File: src/rtl/dynamic_delay_ctrl.sv
// -----------------------------------------------------------------------------
// dynamic_delay_ctrl
//
// Run-time controller for a dynamic_delay tap line. It accepts tap-change
// requests over a valid/ready handshake, drives the line's sel/ena inputs, and
// holds out_valid low after a tap jump until the line output again contains
// only samples taken at the new delay.
//
// Optional feature macro: DYNAMIC_DELAY_CTRL_RAMP_EN
//   undefined : a tap change jumps dd_sel and blanks out_valid for tap+2
//               enabled cycles.
//   defined   : a tap change ramps dd_sel by one tap per enabled cycle toward
//               the target, with out_valid kept high. Post-reset blanking is
//               still applied.
//
// Parameters
//   LENGTH     tap count of the controlled delay line
//   SEL_W      tap selector width
//
// Ports
//   clk        in   system clock
//   nrst       in   asynchronous active-low reset
//   ena        in   global clock enable, passed straight through to dd_ena
//   req_valid  in   tap request present
//   req_sel    in   requested tap
//   req_ready  out  controller can accept a request
//   dd_ena     out  delay line ena
//   dd_sel     out  delay line sel (registered)
//   out_valid  out  delay line output is settled for the current tap
//   err        out  one-cycle pulse after an out-of-range request is accepted
// -----------------------------------------------------------------------------
module dynamic_delay_ctrl #(
   parameter int LENGTH = 8,
   parameter int SEL_W  = $clog2(LENGTH)
) (
   input  logic             clk,
   input  logic             nrst,
   input  logic             ena,
   input  logic             req_valid,
   input  logic [SEL_W-1:0] req_sel,
   output logic             req_ready,
   output logic             dd_ena,
   output logic [SEL_W-1:0] dd_sel,
   output logic             out_valid,
   output logic             err
);

   typedef enum logic [1:0] {
      ST_INIT,
      ST_IDLE,
      ST_SETTLE,
      ST_RAMP
   } state_t;

   // Counter is one bit wider than the selector so LENGTH+1 fits without wrap.
   localparam logic [SEL_W:0]   LEN_C    = (SEL_W+1)'(LENGTH);
   localparam logic [SEL_W-1:0] LAST_TAP = SEL_W'(LENGTH-1);
   localparam logic [SEL_W:0]   INIT_CNT = (SEL_W+1)'(2);

   state_t           r_state;
   logic [SEL_W:0]   r_cnt;

   logic             w_accept;
   logic             w_clamp;
   logic [SEL_W-1:0] w_tap;
   logic [SEL_W:0]   w_cnt_dec;
   logic [SEL_W:0]   w_settle_len;

   assign dd_ena   = ena;
   assign w_accept = req_valid & req_ready;

   // Out-of-range detection only fires for non-power-of-2 LENGTH; the
   // zero-extension keeps the compare well-formed for every LENGTH.
   always_comb begin
      w_clamp      = ({1'b0, req_sel} >= LEN_C);
      w_tap        = w_clamp ? LAST_TAP : req_sel;
      w_settle_len = {1'b0, w_tap} + INIT_CNT;
   end

   assign w_cnt_dec = r_cnt - 1'b1;

`ifdef DYNAMIC_DELAY_CTRL_RAMP_EN
   logic [SEL_W-1:0] r_target;
   logic [SEL_W-1:0] w_goal;
   logic [SEL_W-1:0] w_step;

   // In IDLE the target is still on req_sel, so the first step can be taken
   // on the acceptance edge itself.
   always_comb begin
      w_goal = (r_state == ST_IDLE) ? w_tap : r_target;
      w_step = (w_goal > dd_sel) ? (dd_sel + 1'b1) : (dd_sel - 1'b1);
   end
`endif

   always_ff @(posedge clk or negedge nrst) begin
      if (!nrst) begin
         r_state   <= ST_INIT;
         r_cnt     <= '0;
         dd_sel    <= '0;
         req_ready <= 1'b0;
         out_valid <= 1'b0;
         err       <= 1'b0;
`ifdef DYNAMIC_DELAY_CTRL_RAMP_EN
         r_target  <= '0;
`endif
      end else begin
         err <= 1'b0;
         case (r_state)
            ST_INIT: begin
               if (ena) begin
                  r_cnt   <= INIT_CNT;
                  r_state <= ST_SETTLE;
               end
            end

            ST_SETTLE: begin
               // Line does not shift while ena=0, so the count freezes too.
               if (ena) begin
                  r_cnt <= w_cnt_dec;
                  if (w_cnt_dec == '0) begin
                     r_state   <= ST_IDLE;
                     req_ready <= 1'b1;
                     out_valid <= 1'b1;
                  end
               end
            end

            ST_IDLE: begin
               if (w_accept) begin
                  err <= w_clamp;
                  // A request for the current tap is a no-op: no blanking.
                  if (w_tap != dd_sel) begin
`ifdef DYNAMIC_DELAY_CTRL_RAMP_EN
                     r_target <= w_tap;
                     if (ena) begin
                        dd_sel <= w_step;
                        if (w_step != w_tap) begin
                           r_state   <= ST_RAMP;
                           req_ready <= 1'b0;
                        end
                     end else begin
                        r_state   <= ST_RAMP;
                        req_ready <= 1'b0;
                     end
`else
                     dd_sel    <= w_tap;
                     r_cnt     <= w_settle_len;
                     r_state   <= ST_SETTLE;
                     req_ready <= 1'b0;
                     out_valid <= 1'b0;
`endif
                  end
               end
            end

`ifdef DYNAMIC_DELAY_CTRL_RAMP_EN
            ST_RAMP: begin
               if (ena) begin
                  dd_sel <= w_step;
                  if (w_step == r_target) begin
                     r_state   <= ST_IDLE;
                     req_ready <= 1'b1;
                  end
               end
            end
`endif

            default: begin
               r_state   <= ST_INIT;
               req_ready <= 1'b0;
               out_valid <= 1'b0;
            end
         endcase
      end
   end

endmodule
File: config.mk
export PLATFORM = sky130hd
export DESIGN_NAME = dynamic_delay_ctrl
export DESIGN_NICKNAME = d
export VERILOG_FILES = /design/src/rtl/dynamic_delay_ctrl.sv
export SDC_FILE = /design/constraint.sdc
export NUM_CORES = 1
export LEC_CHECK = 0
export ABC_AREA = 1
export ABC_CLOCK_PERIOD_IN_PS = 1800
export BUFFER_PORTS_ARGS = -buffer_cell sky130_fd_sc_hd__buf_2
export CELL_PAD_IN_SITES_DETAIL_PLACEMENT = 0
export CELL_PAD_IN_SITES_GLOBAL_PLACEMENT = 1
export CORE_MARGIN = 2
export CORE_UTILIZATION = 38
export CTS_CLUSTER_DIAMETER = 60
export CTS_CLUSTER_SIZE = 20
export DETAILED_ROUTE_END_ITERATION = 12
export HOLD_SLACK_MARGIN = 0.06
export PLACE_DENSITY_LB_ADDON = 0.1
export SLEW_MARGIN = 20
export SYNTH_ARGS = -nofsm -noshare
export SYNTH_HDL_FRONTEND = slang
export SYNTH_SLANG_ARGS = --single-unit
File: constraint.sdc
create_clock -name clk -period 1.8 [get_ports clk]
set_input_delay 0 -clock clk [delete_from_list [all_inputs] [get_ports clk]]
set_output_delay 0 -clock clk [all_outputs]
set_load 0.01 [all_outputs]
; ---- Word level (Yosys, flattened, before mapping)
; Cells that the tools add are included.
[totals]
register_bits = 10
in_bits = 7
out_inout_bits = 7
elab_cells = 39
[classes]
add_sub_neg = 2
n_eq_ne = 8
n_mux = 16
bitwise = 2
n_reduce_logical = 7
[op_table]
columns = operator, n
row1 = $mux 4, 4
row2 = $reduce_and 5->1, 3
row3 = $pmux 4 s3, 1
row4 = $mux 2, 5
row5 = $ne 2x2->1 const B, 5
row6 = $pmux 2 s3, 1
row7 = $add 3x2->4 const B, 1
row8 = $logic_not 4->1, 1
row9 = $mux 1, 4
row10 = $sub 4x1->4 const B, 1
row11 = $ne 3x3->1, 1
row12 = $pmux 1 s3, 1
row13 = $reduce_and 3->1, 1
row14 = $reduce_bool 3->1, 1
row15 = $eq 2x1->1 const B, 1
row16 = $eq 2x2->1 const B, 1
row17 = $logic_not 2->1, 1
row18 = $and 1x1->1, 1
row19 = $not 1->1, 1

; ---- Depth between registers and ports, before layout
; Gate-level depths: netlist of the first run.
[depth]
depth_word = 5
depth_mapped = 10
ltp_nobuf = 10

; ---- Worst setup path after synthesis of the first run
; No wires, ideal clock.
[synth_timing]
path_kind = reg2reg
from = register r_state[0]
to = register r_cnt[1]
setup_time_ns = 0.122
t_arrival_ns = 1.201
required_time_ns = 1.678
setup_slack_ns = 0.476
path_stages_with_launch = 9
n_path_buf = 0
synth_period_minus_slack_ns = 1.324
cell_sequence = dfrtp_1 -> inv_1 -> ha_1 -> inv_2 -> nor2_2 -> nor2_2 -> nand3_2 -> nand2_1 -> o21ai_1
[synth_between]
elab_chain_cells = 3
word_cells_on_any_way = 10
cone_classes = eq/ne (6) / mux (1) / reduce/logical (3)
[synth_rtl]
columns = element, line
row1 = start: declaration, 60  ; state_t r_state;
row2 = start signal: assignment, 97  ; r_state <= ST_INIT;
row3 = start signal: assignment, 112  ; r_state <= ST_SETTLE;
row4 = start signal: assignment, 121  ; r_state <= ST_IDLE;
row5 = "$eq 2x1->1, or another cell as far along", 108  ; case (r_state)
row6 = $ne 2x2->1 (no source line) / $reduce_bool 3->1 (equally long branches), -
row7 = $reduce_and 5->1 (no source line), -
row8 = end signal: assignment, 119  ; r_cnt <= w_cnt_dec;
row9 = end signal: assignment, 147  ; r_cnt <= w_settle_len;
row10 = end: declaration, 61  ; logic [SEL_W:0] r_cnt;
; Several ways; a longest one is shown, not always the timed one.
; A chain may end at the register's enable or synchronous reset.

; ---- Final worst setup path of the first run
[layout_timing]
from = register r_state[0]
to = register r_cnt[3]
; Same word-level chain as after synthesis.

==> impl_metrics.tcl, run 1 <==
set metrics [dict create \
    cp.arrival_ns 1.65 \
    yosysMostFrequentCell "nand2_1" \
    post_cts_resized 0 \
    cts.sinks 10 \
    combPwrFrac 0.584 \
    rr_worst_depth 8 \
    yosysTopAreaCellShare 0.329 \
    rr_startpoint "r_state[0]$_DFFE_PN0P_" \
    first_global_vias 581 \
    final_antenna_net_count 0 \
    startpoint_type "register" \
    clock_skew_ns 0.00130 \
    die_h_um 48.7 \
    drt-total-wl_um 1520 \
    htreeDepth 1 \
    synthTopCellsByCount "33 x nand2_1, 11 x inv_1, 10 x dfrtp_1, 7 x ha_1, 7 x o21ai_1" \
    power.total_mw 1.47 \
    die_area_um2 2370 \
    path_class "register to register" \
    coreArea_um2 1920 \
    placed_area_um2 831 \
    synth_edf_count 0 \
    intPower_mw 0.780 \
    max_freq_mhz 667 \
    gp_congestion 0.798 \
    wl_per_cell_um 10.3 \
    period_needed_ns 1.50 \
    area_growth_pct 19.4 \
    drtPass1Iterations 4 \
    cts_root_buf "clkbuf_4" \
    overflow 0 \
    antenna_cells 0 \
    die_w_um 48.7 \
    grt_start_max_net_pins 11 \
    initial_utilization 0.395 \
    crit_path_end_kind "register" \
    syn-num-nets 118 \
    yosysWarnings 0 \
    fillCellCount 215 \
    ys_top_cells_by_area "dfrtp_1 33%, nand2_1 16%, ha_1 12%" \
    syn_avg_cell_area_um2 7.30 \
    std_cell_rows 16 \
    status "finished, final reports clean" \
    synth.largest_area_cell "dfrtp_1" \
    final_hold_viol_count 0 \
    critical_path.max_fanout 8 \
    drv_cap 0 \
    stdcell_area_um2 907 \
    insertion_delay_ns 0.26 \
    leakage_nw 0.484 \
    pwr-share-seq 0.276 \
    dp_hpwl_um 1190 \
    hold_class "input pin to asynchronous set/reset pin" \
    grt_usage 0.138 \
    drc 0 \
    async_flop_share 1.00 \
    grt_pass1_wl_um 2500 \
    rsz0062_at_grt "false" \
    cts_max_path_buffers 2 \
    r2r_setup_slack_ns 0.30 \
    drv_slew 0 \
    p_sw_frac 0.471 \
    fin_nets 136 \
    min_period_over_period 0.833 \
    timing.rr.end "r_cnt[3]$_DFFE_PN0P_" \
    pre_cts_slack_ns 0.302 \
    via_count 652 \
    synth_seq_cells 10 \
    fin_ws_ns 0.301 \
    critical_path_required_ns 1.95 \
    port_buffers 12 \
    drive_above_1_share 0.248 \
    switching_power_mw 0.694 \
    num_io_pins 14 \
    vias_per_cell 4.41 \
    antenna_found_initial 0 \
    numCtsBuffers 3 \
    synthCells 104 \
    cts_tree "done" \
    synthFlopType "dfrtp_1" \
    power_frac_clock 0.140 \
    drtIter0Drc 13 \
    powerDensity_nw_per_um2 1620 \
    ys_seq_area_frac 0.329 \
    fin_setup_tns_ns 0 \
    ys_types 19 \
    netlist_area_um2 759 \
    clkTransAtPathRegs_ns 0.07 \
    setup_viol 0 \
    peakVddDrop_mv 0.725 \
]
final cells by class:
type	count	area, um2	share of cell area
inverter	14	52.6	0.0579
timing repair buffer	16	100	0.110
tap	27	33.8	0.0372
clock buffer	4	36.3	0.0400
multi-input combinational	77	434	0.479
sequential	10	250	0.276
sequential cells by signal (all words and copies together), names as in the netlist:
register	count
dd_sel	3
out_valid	1
r_cnt	4
r_state	2
cells in the final DEF (no fill, tap or decap):
cell type and n:
nand2_1 33, buf_2 12, inv_1 11, dfrtp_1 10
o21ai_1 7, ha_1 7, nor2_1 6, nor2_2 5
dlygate4sd3_1 4, inv_2 3, a21oi_1 3, o21bai_1 3
o21ai_0 3, clkbuf_4 3, nand3_2 2, nand3_1 2
nand2_2 2, o22ai_1 1, xnor2_2 1, nand4_2 1
conb_1 1, clkbuf_8 1
worst max-delay path, stage by stage (launching register included):
cell and delay (ns):
dfrtp_1 0.37, inv_1 0.08, ha_1 0.28, inv_2 0.11, nor2_2 0.05, nor2_2 0.15, nand3_2 0.19, nand2_1 0.10
o21ai_1 0.06
layer usage:
layer	global-route usage	wire, um
met3	0.0185	41
met4	0.0857	14
met1	0.186	812
met2	0.208	651
met5	0	0
stage by stage:
stage               instances  utilization  hold slack [ns]
finish                    148        0.472            0.129
global route              148        0.472            0.136
CTS                       148        0.472            0.121
global placement          140        0.432           -0.118
floorplan                 104            -           -0.296
detailed placement        140        0.432           -0.114
what timing repair did:
action                                 CTS  global route
setup buffers                            0             0
endpoints found under the hold margin   13             0
hold buffers                             4             0
power by group through the flow:
stage / combinational, mW / sequential [mW] / clock [mW]
after floorplan: 0.658 / 0.418 / 0
after global placement: 0.870 / 0.410 / 0
after detailed placement: 0.862 / 0.411 / 0
after CTS: 0.872 / 0.407 / 0.216
after global routing: 0.976 / 0.416 / 0.231
final: 0.861 / 0.407 / 0.206
logic make-up (layout without fill, tap and decap cells):
kind of cell | count (synthesis) | in the layout | share of synthesized area
AO/OA/AOI/OAI | 17 | 17 | 0.124
XOR/XNOR | 1 | 1 | 0.0214
adder cells (fa/ha/maj) | 7 | 7 | 0.115
buffers and inverters | 17 | 34 | 0.0988
flip-flops | 10 | 10 | 0.329
other | 1 | 1 | 0.00494
AND/OR/NAND/NOR | 51 | 51 | 0.306
worst max path at each step:
| stage | to | cells past startpoint | start |
|---|---|---|---|
| floorplan | r_cnt[1]$_DFFE_PN0P_ | 8 | r_state[0]$_DFFE_PN0P_ |
| global placement | r_cnt[1]$_DFFE_PN0P_ | 8 | r_state[0]$_DFFE_PN0P_ |
| detailed placement | r_cnt[3]$_DFFE_PN0P_ | 8 | r_state[0]$_DFFE_PN0P_ |
| CTS | r_cnt[3]$_DFFE_PN0P_ | 8 | r_state[0]$_DFFE_PN0P_ |
| global route | r_cnt[3]$_DFFE_PN0P_ | 8 | r_state[0]$_DFFE_PN0P_ |
| finish | r_cnt[3]$_DFFE_PN0P_ | 8 | r_state[0]$_DFFE_PN0P_ |
No activity file was read; power rests on OpenSTA's default activity.
==> run 2, diff against run 1 <==
--- a/config.mk
+++ b/config.mk
@@ -6,7 +6,7 @@
 export NUM_CORES = 1
 export LEC_CHECK = 0
 export ABC_AREA = 1
-export ABC_CLOCK_PERIOD_IN_PS = 1800
+export ABC_CLOCK_PERIOD_IN_PS = 1400
 export BUFFER_PORTS_ARGS = -buffer_cell sky130_fd_sc_hd__buf_2
 export CELL_PAD_IN_SITES_DETAIL_PLACEMENT = 0
 export CELL_PAD_IN_SITES_GLOBAL_PLACEMENT = 1
==> constraint.sdc (replaced) <==
create_clock -name clk -period 1.4 [get_ports clk]
set_input_delay 0 -clock clk [delete_from_list [all_inputs] [get_ports clk]]
set_output_delay 0 -clock clk [all_outputs]
set_load 0.01 [all_outputs]
==> impl_metrics.tcl, run 2 (synthesis results as in run 1) <==
set metrics [dict create \
    top_regs "r_cnt x4, dd_sel x3, r_state x2" \
    fillCellCount 193 \
    max_freq_mhz 738 \
    antenna_found_initial 0 \
    area_growth_pct 47.6 \
    std_cell_rows 16 \
    final_cell_mix "28 x nand2_1, 12 x buf_2, 11 x buf_4, 10 x dfrtp_1, 8 x inv_2" \
    min_period_over_period 0.968 \
    regArea_um2 250 \
    drv_slew 0 \
    numCtsBuffers 3 \
    fin_setup_tns_ns 0 \
    cts_root_buf "clkbuf_4" \
    initial_utilization 0.395 \
    leakage_nw 0.550 \
    pre_cts_slack_ns -0.0297 \
    cp.arrival_ns 1.51 \
    powerDensity_nw_per_um2 2150 \
    cpMostUsedCell "nand2_2" \
    first_global_vias 654 \
    insertion_delay_ns 0.27 \
    drtIter0Drc 12 \
    die_h_um 48.7 \
    num_io_pins 14 \
    peakVddDrop_mv 1.08 \
    rsz0062_at_grt "true" \
    hold_class "input pin to asynchronous set/reset pin" \
    multi_input_area_um2 543 \
    clock_skew_ns 0.00545 \
    cts_max_path_buffers 2 \
    path_class "register to register" \
    grt_pass1_wl_um 2880 \
    cts_tree "done" \
    drt-total-wl_um 1830 \
    dpl.cell_count 149 \
    grt_start_max_net_pins 11 \
    drv_cap 0 \
    final_antenna_net_count 0 \
    critical_path.cell_chain "buf_6, ha_4, nand2_2, o21ai_2, nor2_2, nand2_2, o21bai_1, nand2_1" \
    wl_per_cell_um 11.4 \
    port_buffers 12 \
    die_area_um2 2370 \
    regMostFlops "r_cnt" \
    mostFrequentLayoutCell "nand2_1" \
    critPathMaxStageDelay_ns 0.40 \
    setup_viol 0 \
    fin_cells 161 \
    critical_path_required_ns 1.55 \
    htreeDepth 1 \
    crit_slowest_cell "dfrtp_1" \
    dp_hpwl_um 1290 \
    startpoint_type "register" \
    clkTransAtPathRegs_ns 0.07 \
    critical_path.max_fanout 5 \
    fin_nets 149 \
    coreArea_um2 1920 \
    antenna_cells 0 \
    grt_usage 0.160 \
    via_count 743 \
    status "finished, final reports clean" \
    die_w_um 48.7 \
    vias_per_cell 4.61 \
    drive_above_1_share 0.455 \
    final_hold_viol_count 0 \
    fin_ws_ns 0.0444 \
    gp_congestion 0.855 \
    overflow 0 \
    cts.sinks 10 \
    largest_reg_flops 4 \
    utilization 0.583 \
    period_needed_ns 1.36 \
    drtPass1Iterations 4 \
    drc 0 \
    power.total_mw 2.41 \
    crit_path_end_kind "register" \
]
## run 2: cell types whose count changed in the layout (fill, tap and decap cells not counted), sizes merged
cell / change
buf: +13
## run 2: timing repair
action | CTS | global route
gates cloned | 0 | 0
setup buffers | 1 | 3
pin swaps | 1 | 10
hold buffers | 4 | 0
hold endpoints to repair | 13 | 0
gates resized for setup | 3 | 27
endpoints found under the setup margin | 7 | 7
## run 2: report_power, final
group          total [mW]  switching [mW]  internal [mW]  leakage (nW)
logic                1.61           0.893          0.721         0.401
clock network       0.269           0.111          0.158        0.0210
registers           0.526           0.109          0.417         0.128
total                2.41            1.11           1.30         0.550
## run 2: metrics by stage
step	area (um2)	hold slack, ns
3_3_place_gp	898	-0.115
3_5_place_dp	898	-0.116
5_1_grt	1120	0.126
6_report	1120	0.125
2_1_floorplan	759	-0.296
4_1_cts	995	0.118
## run 2: final timing paths
path                                           to  depth (start not counted)                   start  slack [ns]
setup / recovery           r_state[1]$_DFFE_PN0P_                          8  r_state[0]$_DFFE_PN0P_        0.04
hold / removal              dd_sel[2]$_DFFE_PN0P_                          2                    nrst        0.12
setup reg to reg           r_state[1]$_DFFE_PN0P_                          8  r_state[0]$_DFFE_PN0P_        0.04
hold reg to reg              r_cnt[3]$_DFFE_PN0P_                          2    r_cnt[3]$_DFFE_PN0P_        0.53
max in group asynchronous    r_cnt[2]$_DFFE_PN0P_                          2                    nrst        1.06
min in group clk                           dd_ena                          2                     ena        0.27
## run 2: worst max-delay path: cells and delay by family (launching register included)
| kind | cells | cell delay, ns |
|---|---|---|
| adder cells (fa/ha/maj) | 1 | 0.19 |
| buffers and inverters | 1 | 0.13 |
| flip-flops | 1 | 0.40 |
| AND/OR/NAND/NOR | 4 | 0.33 |
| AO/OA/AOI/OAI | 2 | 0.19 |
## run 2: final cells by class
class	count	area share
clock buffer	4	0.0324
timing repair buffer	29	0.183
multi-input combinational	77	0.484
inverter	14	0.0469
tap	27	0.0301
sequential	10	0.223
## run 2: layer usage
metal / part of all wire / global-route usage / up-vias
met3: 0.029 / 0.0463 / 2
li1: - / - / 387
met4: 0.0076 / 0.0810 / 0
met5: 0 / 0 / -
met1: 0.48 / 0.212 / 340
met2: 0.48 / 0.235 / 14
==> run 3, diff against run 2 <==
--- a/config.mk
+++ b/config.mk
@@ -6,15 +6,16 @@
 export NUM_CORES = 1
 export LEC_CHECK = 0
 export ABC_AREA = 1
-export ABC_CLOCK_PERIOD_IN_PS = 1400
+export ABC_CLOCK_PERIOD_IN_PS = 1600
 export BUFFER_PORTS_ARGS = -buffer_cell sky130_fd_sc_hd__buf_2
 export CELL_PAD_IN_SITES_DETAIL_PLACEMENT = 0
 export CELL_PAD_IN_SITES_GLOBAL_PLACEMENT = 1
 export CORE_MARGIN = 2
-export CORE_UTILIZATION = 38
+export CORE_UTILIZATION = 41
 export CTS_CLUSTER_DIAMETER = 60
 export CTS_CLUSTER_SIZE = 20
 export DETAILED_ROUTE_END_ITERATION = 12
+export GPL_TIMING_DRIVEN = 0
 export HOLD_SLACK_MARGIN = 0.06
 export PLACE_DENSITY_LB_ADDON = 0.1
 export SLEW_MARGIN = 20
==> constraint.sdc (replaced) <==
create_clock -name clk -period 1.6 [get_ports clk]
set_input_delay 0 -clock clk [delete_from_list [all_inputs] [get_ports clk]]
set_output_delay 0 -clock clk [all_outputs]
set_load 0.01 [all_outputs]
==> impl_metrics.tcl, run 3 (synthesis results as in run 1) <==
set metrics [dict create \
    wl_per_cell_um 10.5 \
    use_met1 0.238 \
    final_hold_viol_count 0 \
    die_w_um 47.0 \
    use_met3 0.0231 \
    critPathMaxStageDelay_ns 0.41 \
    use_met2 0.249 \
    cts_max_path_buffers 2 \
    critical_path.max_fanout 7 \
    drv_slew 0 \
    gp_congestion 0.793 \
    fin_cells 149 \
    cts_tree "done" \
    fin_nets 139 \
    die_area_um2 2210 \
    via_count 692 \
    final_cell_mix "33 x nand2_1, 12 x buf_2, 11 x inv_1, 10 x dfrtp_1, 7 x o21ai_1" \
    rsz0062_at_grt "false" \
    hold_class "input pin to asynchronous set/reset pin" \
    crit_slowest_cell "dfrtp_1" \
    die_h_um 47.0 \
    top_regs "r_cnt x4, dd_sel x3, r_state x2" \
    drive_above_1_share 0.274 \
    antenna_found_initial 0 \
    drt-total-wl_um 1560 \
    grt_usage 0.170 \
    drv_cap 0 \
    powerDensity_nw_per_um2 1830 \
    hold-worst-slack_ns 0.116 \
    regMostFlops "r_cnt" \
    cp.arrival_ns 1.62 \
    htreeDepth 1 \
    grt_start_max_net_pins 11 \
    drtIter0Drc 11 \
    crit_family "simple AND/OR/NAND/NOR gates" \
    utilization 0.543 \
    rr_startpoint "r_state[1]$_DFFE_PN0P_" \
    first_global_vias 597 \
    vias_per_cell 4.64 \
    antenna_cells 0 \
    num_io_pins 14 \
    grt_pass1_wl_um 2590 \
    cpMostUsedCell "nand2_1" \
    critPathLaunch "r_state[1]$_DFFE_PN0P_" \
    cts.sinks 10 \
    port_buffers 12 \
    setup_viol 0 \
    clkTransAtPathRegs_ns 0.07 \
    numCtsBuffers 3 \
    insertion_delay_ns 0.27 \
    largest_reg_flops 4 \
    drc 0 \
    area_growth_pct 23.4 \
    leakage_nw 0.499 \
    drtPass1Iterations 4 \
    critical_path.cell_chain "inv_1, ha_1, nand4_2, nand2_2, nor2_2, nand2_1, nand2_1" \
    clock_skew_ns 0.00121 \
    final_antenna_net_count 0 \
    dpl.cell_count 141 \
    overflow 0 \
    initial_utilization 0.440 \
    max_freq_mhz 689 \
    peakVddDrop_mv 0.898 \
    period_needed_ns 1.45 \
    fin_setup_tns_ns 0 \
    std_cell_rows 15 \
    crit_path_end_kind "register" \
    grt-busiest-layer "met2" \
    crit_buf_inv 1 \
    mostFrequentLayoutCell "nand2_1" \
    min_period_over_period 0.907 \
    path_class "register to register" \
    status "finished, final reports clean" \
    startpoint_type "register" \
    coreArea_um2 1730 \
    critical_path_required_ns 1.77 \
    cts_root_buf "clkbuf_4" \
    dp_hpwl_um 1230 \
]
==> run 3: cell types whose count changed in the layout (fill, tap and decap cells not counted), sizes merged <==
cell	delta
buf	-10
==> run 3: area by class of cell <==
class,count,area [um2]
fillers,183,790
flip-flops and latches,10,250
well taps,25,31.3
repair buffers,16,100
multi-input cells,77,444
clock buffers,4,36.3
inverters,14,52.6
plain buffers,3,22.5
==> run 3: stage by stage <==
step	instance area (um2)	power, mW	setup WS, ns
2_1_floorplan	759	1.21	0.276
3_3_place_gp	851	1.43	0.0968
3_5_place_dp	851	1.45	0.0650
4_1_cts	927	1.70	0.0465
5_1_grt	937	1.90	0.000936
6_report	937	1.72	0.148
==> run 3: layer usage <==
| layer | vias to the layer above | wire (um) |
|---|---|---|
| met1 | 305 | 765 |
| met2 | 18 | 681 |
| met4 | 0 | 34 |
| li1 | 364 | - |
| met5 | - | 0 |
| met3 | 5 | 80 |
==> run 3: what timing repair did <==
action                     4_1_cts  5_1_grt
hold endpoints to repair        13        0
hold buffers                     4        0
setup endpoints to repair        0        7
buffers inserted                 0        0
gates resized for setup          0        2
==> run 3: path summary, 6_finish.rpt <==
check / end / slack, ns / depth (start not counted)
hold / removal: dd_sel[0]$_DFFE_PN0P_ / 0.12 / 2
max in group asynchronous: r_cnt[1]$_DFFE_PN0P_ / 1.29 / 2
setup / recovery: r_state[0]$_DFFE_PN0P_ / 0.15 / 7
setup reg to reg: r_state[0]$_DFFE_PN0P_ / 0.15 / 7
hold reg to reg: r_cnt[3]$_DFFE_PN0P_ / 0.53 / 2
min in group clk: dd_sel[1]$_DFFE_PN0P_ / 0.16 / 5
==> run 3: where the power goes <==
| part | internal, mW | switching, mW |
|---|---|---|
| clock | 0.139 | 0.101 |
| sequential | 0.365 | 0.0926 |
| combinational | 0.401 | 0.619 |
| total | 0.904 | 0.813 |
